==> config.mk <==
export PLATFORM = sky130hd
export DESIGN_NAME = uart_tx_arbiter
export DESIGN_NICKNAME = d
export VERILOG_FILES = /design/src/rtl/uart_pkg.sv /design/src/rtl/rr_pick.sv /design/src/rtl/uart_tx_arbiter.sv
export SDC_FILE = /design/constraint.sdc
export NUM_CORES = 1
export LEC_CHECK = 0
export ABC_CLOCK_PERIOD_IN_PS = 6200
export BUFFER_PORTS_ARGS = -buffer_cell sky130_fd_sc_hd__buf_2
export CAP_MARGIN = 20
export CORE_MARGIN = 5
export CORE_UTILIZATION = 40
export CTS_CLUSTER_DIAMETER = 30
export CTS_CLUSTER_SIZE = 24
export DETAILED_ROUTE_END_ITERATION = 7
export PLACE_DENSITY = 0.71
export SETUP_SLACK_MARGIN = 0.1
export SYNTH_ARGS = -nofsm -noshare
export SYNTH_HDL_FRONTEND = slang
export SYNTH_SLANG_ARGS = --single-unit
==> constraint.sdc <==
create_clock -name clk -period 6.2 [get_ports clk]
set_input_delay 0.62 -clock clk [delete_from_list [all_inputs] [get_ports clk]]
set_output_delay 0.62 -clock clk [all_outputs]
set_load 0.01 [all_outputs]
==> src/rtl/uart_pkg.sv <==
// Shared UART definitions: arbiter state encoding, byte width and default limits.
package uart_pkg;

  localparam int BYTE_W            = 8;
  localparam int DEFAULT_MAX_BURST = 16;
  localparam int DEFAULT_TIMEOUT   = 32;

  typedef enum logic [1:0] {
    IDLE   = 2'd0,
    SEND   = 2'd1,
    SETTLE = 2'd2
  } state_t;

  // Increment with explicit wrap so non-power-of-two requester counts work.
  function automatic int wrap_inc(input int value, input int modulus);
    if (value + 1 >= modulus) return 0;
    return value + 1;
  endfunction

endpackage

==> src/rtl/rr_pick.sv <==
// Combinational round-robin selector: first requester at or above ptr, with wrap.
module rr_pick #(
  parameter int N  = 4,
  parameter int IW = $clog2(N)
) (
  input  logic [N-1:0]  req,
  input  logic [IW-1:0] ptr,
  output logic [N-1:0]  winner,
  output logic [IW-1:0] index
);

  localparam int SW = IW + 1;

  // Walk the requesters starting at ptr; the first hit wins and later hits are ignored.
  always_comb begin
    logic [SW-1:0] sum;
    logic [IW-1:0] cand;
    logic          found;
    winner = '0;
    index  = '0;
    found  = 1'b0;
    sum    = '0;
    cand   = '0;
    for (int k = 0; k < N; k++) begin
      sum = {1'b0, ptr} + SW'(k);
      if (sum >= SW'(N)) sum = sum - SW'(N);
      cand = sum[IW-1:0];
      if (!found && req[cand]) begin
        found        = 1'b1;
        winner[cand] = 1'b1;
        index        = cand;
      end
    end
  end

endmodule

==> src/rtl/uart_tx_arbiter.sv <==
// Shares one UART transmitter between NUM_REQ message sources, granting whole
// messages round-robin, bounded by a burst-length cap and an idle timeout.
module uart_tx_arbiter
  import uart_pkg::*;
#(
  parameter int NUM_REQ   = 4,
  parameter int MAX_BURST = DEFAULT_MAX_BURST,
  parameter int TIMEOUT   = DEFAULT_TIMEOUT
) (
  input  logic                      clk,
  input  logic                      rst,
  input  logic [NUM_REQ-1:0]        req,
  input  logic [BYTE_W*NUM_REQ-1:0] req_data,
  input  logic [NUM_REQ-1:0]        req_last,
  output logic [NUM_REQ-1:0]        req_ack,
  output logic [NUM_REQ-1:0]        grant,
  input  logic                      tx_busy,
  output logic [BYTE_W-1:0]         tx_data,
  output logic                      new_tx_data
);

  localparam int IW = $clog2(NUM_REQ);

  state_t              state;
  logic [IW-1:0]       ptr;
  logic [IW-1:0]       owner;
  logic [7:0]          byte_cnt;
  logic [7:0]          idle_cnt;
  logic                release_pending;

  logic [NUM_REQ-1:0]  pick_onehot;
  logic [IW-1:0]       pick_index;
  logic                owner_req;
  logic                owner_last;
  logic [BYTE_W-1:0]   owner_byte;
  logic [7:0]          byte_cnt_next;
  logic [7:0]          idle_cnt_next;
  logic [IW-1:0]       ptr_after_owner;

  rr_pick #(.N(NUM_REQ), .IW(IW)) u_rr_pick (
    .req    (req),
    .ptr    (ptr),
    .winner (pick_onehot),
    .index  (pick_index)
  );

  // Route the current owner's request, last flag and byte out of the flat buses.
  always_comb begin
    owner_req  = 1'b0;
    owner_last = 1'b0;
    owner_byte = '0;
    for (int i = 0; i < NUM_REQ; i++) begin
      if (owner == IW'(i)) begin
        owner_req  = req[i];
        owner_last = req_last[i];
        owner_byte = req_data[i*BYTE_W +: BYTE_W];
      end
    end
  end

  assign byte_cnt_next   = byte_cnt + 8'd1;
  assign idle_cnt_next   = idle_cnt + 8'd1;
  assign ptr_after_owner = IW'(wrap_inc(int'(owner), NUM_REQ));

  // Arbiter FSM with registered outputs. A burst ending on last byte or cap is
  // released at the end of the following SETTLE cycle, so grant still covers
  // the cycle in which that final byte is strobed and acknowledged.
  always_ff @(posedge clk) begin
    if (rst) begin
      state           <= IDLE;
      ptr             <= '0;
      owner           <= '0;
      byte_cnt        <= '0;
      idle_cnt        <= '0;
      release_pending <= 1'b0;
      grant           <= '0;
      req_ack         <= '0;
      new_tx_data     <= 1'b0;
      tx_data         <= '0;
    end else begin
      new_tx_data <= 1'b0;
      req_ack     <= '0;
      case (state)
        IDLE: begin
          if (|req) begin
            grant           <= pick_onehot;
            owner           <= pick_index;
            byte_cnt        <= '0;
            idle_cnt        <= '0;
            release_pending <= 1'b0;
            state           <= SEND;
          end
        end
        SEND: begin
          if (owner_req) begin
            idle_cnt <= '0;
            if (!tx_busy) begin
              tx_data         <= owner_byte;
              new_tx_data     <= 1'b1;
              req_ack         <= grant;
              byte_cnt        <= byte_cnt_next;
              release_pending <= owner_last || (byte_cnt_next == 8'(MAX_BURST));
              state           <= SETTLE;
            end
          end else if (idle_cnt_next == 8'(TIMEOUT)) begin
            grant    <= '0;
            ptr      <= ptr_after_owner;
            idle_cnt <= '0;
            state    <= IDLE;
          end else begin
            idle_cnt <= idle_cnt_next;
          end
        end
        SETTLE: begin
          if (release_pending) begin
            grant           <= '0;
            ptr             <= ptr_after_owner;
            release_pending <= 1'b0;
            state           <= IDLE;
          end else begin
            state <= SEND;
          end
        end
        default: state <= IDLE;
      endcase
    end
  end

endmodule

==> flow_summary.ini <==
[route]
wl_met3_um = 216
remaining_drc_errors = 0
drt-total-wl_um = 6380
num_vias = 2524
ant_nets = 0
first_iter_violations = 124
top_layer = met4
drt-wirelength-per-cell_um = 13.8
wl_met1_um = 2990
via_per_inst = 5.48
firstDrtPassIters = 4
wl_met2_um = 3090

[grt]
grt_overflow = 0
grt_pass1_vias = 2429
grt_first_pass_wirelength_um = 11100
grt_max_degree = 39
antenna_found_initial = 0
grt.total_usage_pct = 15.7

[synthesis]
synth_ff_type = dfxtp_1
syn_area_per_cell_um2 = 7.91
synth_area_um2 = 2670
synth_cell_types = 47
syn_nets = 398
ys_seq_area_share_pct = 30.0
synthCells = 337
ys_ff_latch = 40
ys_async_sr_fraction_pct = 0
yosys_warnings = 0
synth_edf_count = 0

[worst_setup_path]
timing.critical_path.arrival_ns = 3.15
crit_type = reg2reg
crit_fanout = 22
required_ns = 6.41
ff2ff_setup_slack_ns = 3.25
worstSetupStartpointType = flop
endpoint_kind = flop

[cts]
htreeDepth = 2
cts_resized = 0
hold_buffers = 0
cts_buffers = 5
cts_setup_buffers = 0
cts_num_sinks = 40
clock_latency_ns = 0.29
cts_root_buf = clkbuf_8
cts_tree = done
clk_pin_slew_worst_paths_ns = 0.08
clock_tree.buffer_depth = 2

[sta]
max_freq_mhz = 339
slew_viol_final = 0
worst_pin_slew_ns = 0.932
fin_crit_ns = 2.95
finalClockSkew_ns = 0.00730
setup_viol = 0
slew_headroom_pct = 37.7
grt_setup_unrepaired = false
finalHoldViolations = 0
setup_tns_ns = 0
period_share_pct = 47.5

[layout]
area_delta_synth_final_pct = 15.2
antenna_cells = 0
drive_above_1_share_pct = 19.0
fin_nets = 444
layout_common_cells = buf_2 (59), nor2_1 (42), dfxtp_1 (40)
layout_commonest_cell = buf_2

[floorplanning]
initial_core_util_pct = 41.5
core_um2 = 6420
rows = 29
io_pins = 60
die_h_um = 91.6
dieArea_um2 = 8400
die_w_um = 91.6

[pwr]
vdd_drop_max_mv = 0.228
p_total_w = 0.00112
power_density_nw_per_um2 = 364
leakage_nw = 1.27

[place]
portBuffers = 59
place.gp.congestion = 0.881
dp_hpwl_um = 4790

[run]
maxCapViolations = 0

[min_path]
hold_class = reg2reg

[status]
status = finished clean
[per-layer routing]
layer  GRT usage [%]  up-vias
met5               0        -
met4            5.15        0
met3            2.86        8
met2            26.5       47
met1            20.2     1166
li1                -     1303
[power by group]
group          internal [W]  total (W)  switching (W)
Combinational      0.000247   0.000589       0.000342
Sequential         0.000300   0.000349      0.0000496
Clock             0.0000904   0.000180      0.0000893
Total              0.000637    0.00112       0.000481
[critical path, cell delays in order (launching register included)]
cell	delay, ns
dfxtp_1	0.41
ha_1	0.65
a211oi_1	0.14
a211oi_1	0.44
nand2_1	0.12
nor2_1	0.72
nand2_1	0.10
a311oi_1	0.27
[cells in the mapped netlist, types with 3 or more instances]
library cell / instances / area share (%)
nor2_1: 42 / 5.9
dfxtp_1: 40 / 30
a21oi_1: 24 / 4.5
nand2_1: 20 / 2.8
o21ai_0: 19 / 3.6
ha_1: 18 / 8.4
nor3_1: 18 / 3.4
clkbuf_1: 16 / 2.3
inv_1: 14 / 2.0
nor2b_1: 12 / 2.8
a211oi_1: 11 / 3.1
mux2i_1: 10 / 3.8
nand3_1: 9 / 1.7
a221oi_1: 8 / 2.6
nand2b_1: 8 / 1.9
nand3b_1: 7 / 2.0
and2_1: 5 / 1.2
buf_2: 5 / 0.94
and3_1: 4 / 0.94
mux4_2: 4 / 3.4
or3_1: 4 / 0.94
o211ai_1: 3 / 0.84
o31ai_1: 3 / 0.84
[registers in the layout (all words and copies together), names as in the netlist]
name and count:
byte_cnt 8, grant 4, idle_cnt 8, new_tx_data 1
owner 2, ptr 2, release_pending 1, req_ack 4
state 2, tx_data 8
[cell families after synthesis]
family / count (synthesis) / share of synthesized area [%]
xor+xnor: 3 / 0.986
buf+inv: 35 / 5.16
fa+ha+maj: 18 / 8.45
compound gates: 88 / 21.5
mux: 14 / 7.13
simple gates: 139 / 26.7
flops: 40 / 30.0
[final timing paths]
path / depth (start not counted) / to / from
hold / removal: 1 / req_ack[2]$_SDFF_PP0_ / grant[2]$_SDFFE_PP0P_
setup reg to reg: 7 / byte_cnt[7]$_SDFFE_PP0P_ / owner[0]$_SDFFE_PP0P_
setup / recovery: 7 / byte_cnt[7]$_SDFFE_PP0P_ / owner[0]$_SDFFE_PP0P_
hold reg to reg: 1 / req_ack[2]$_SDFF_PP0_ / grant[2]$_SDFFE_PP0P_
[cell type report]
cell class | instances | area [um^2]
Sequential cell | 40 | 801
Clock buffer | 7 | 86.3
Fill cell | 644 | 3350
Multi-Input combinational cell | 262 | 1730
Tap cell | 77 | 96.3
Clock inverter | 1 | 7.51
Inverter | 14 | 52.6
Timing Repair Buffer | 60 | 300
[through the flow]
| step | hold slack (ns) | instances | utilization (%) | worst slack, ns | instance area (um^2) |
|---|---|---|---|---|---|
| after global routing | 0.501 | 461 | 47.8 | 2.84 | 3070 |
| after global placement | 0.465 | 452 | 46.3 | 3.42 | 2970 |
| after CTS | 0.486 | 460 | 47.7 | 3.25 | 3070 |
| after floorplan | 0.443 | 337 | - | 3.39 | 2670 |
| final | 0.484 | 461 | 47.8 | 3.25 | 3070 |
| after detailed placement | 0.473 | 452 | 46.3 | 3.25 | 2970 |
Power figures use the tool's default switching activity.
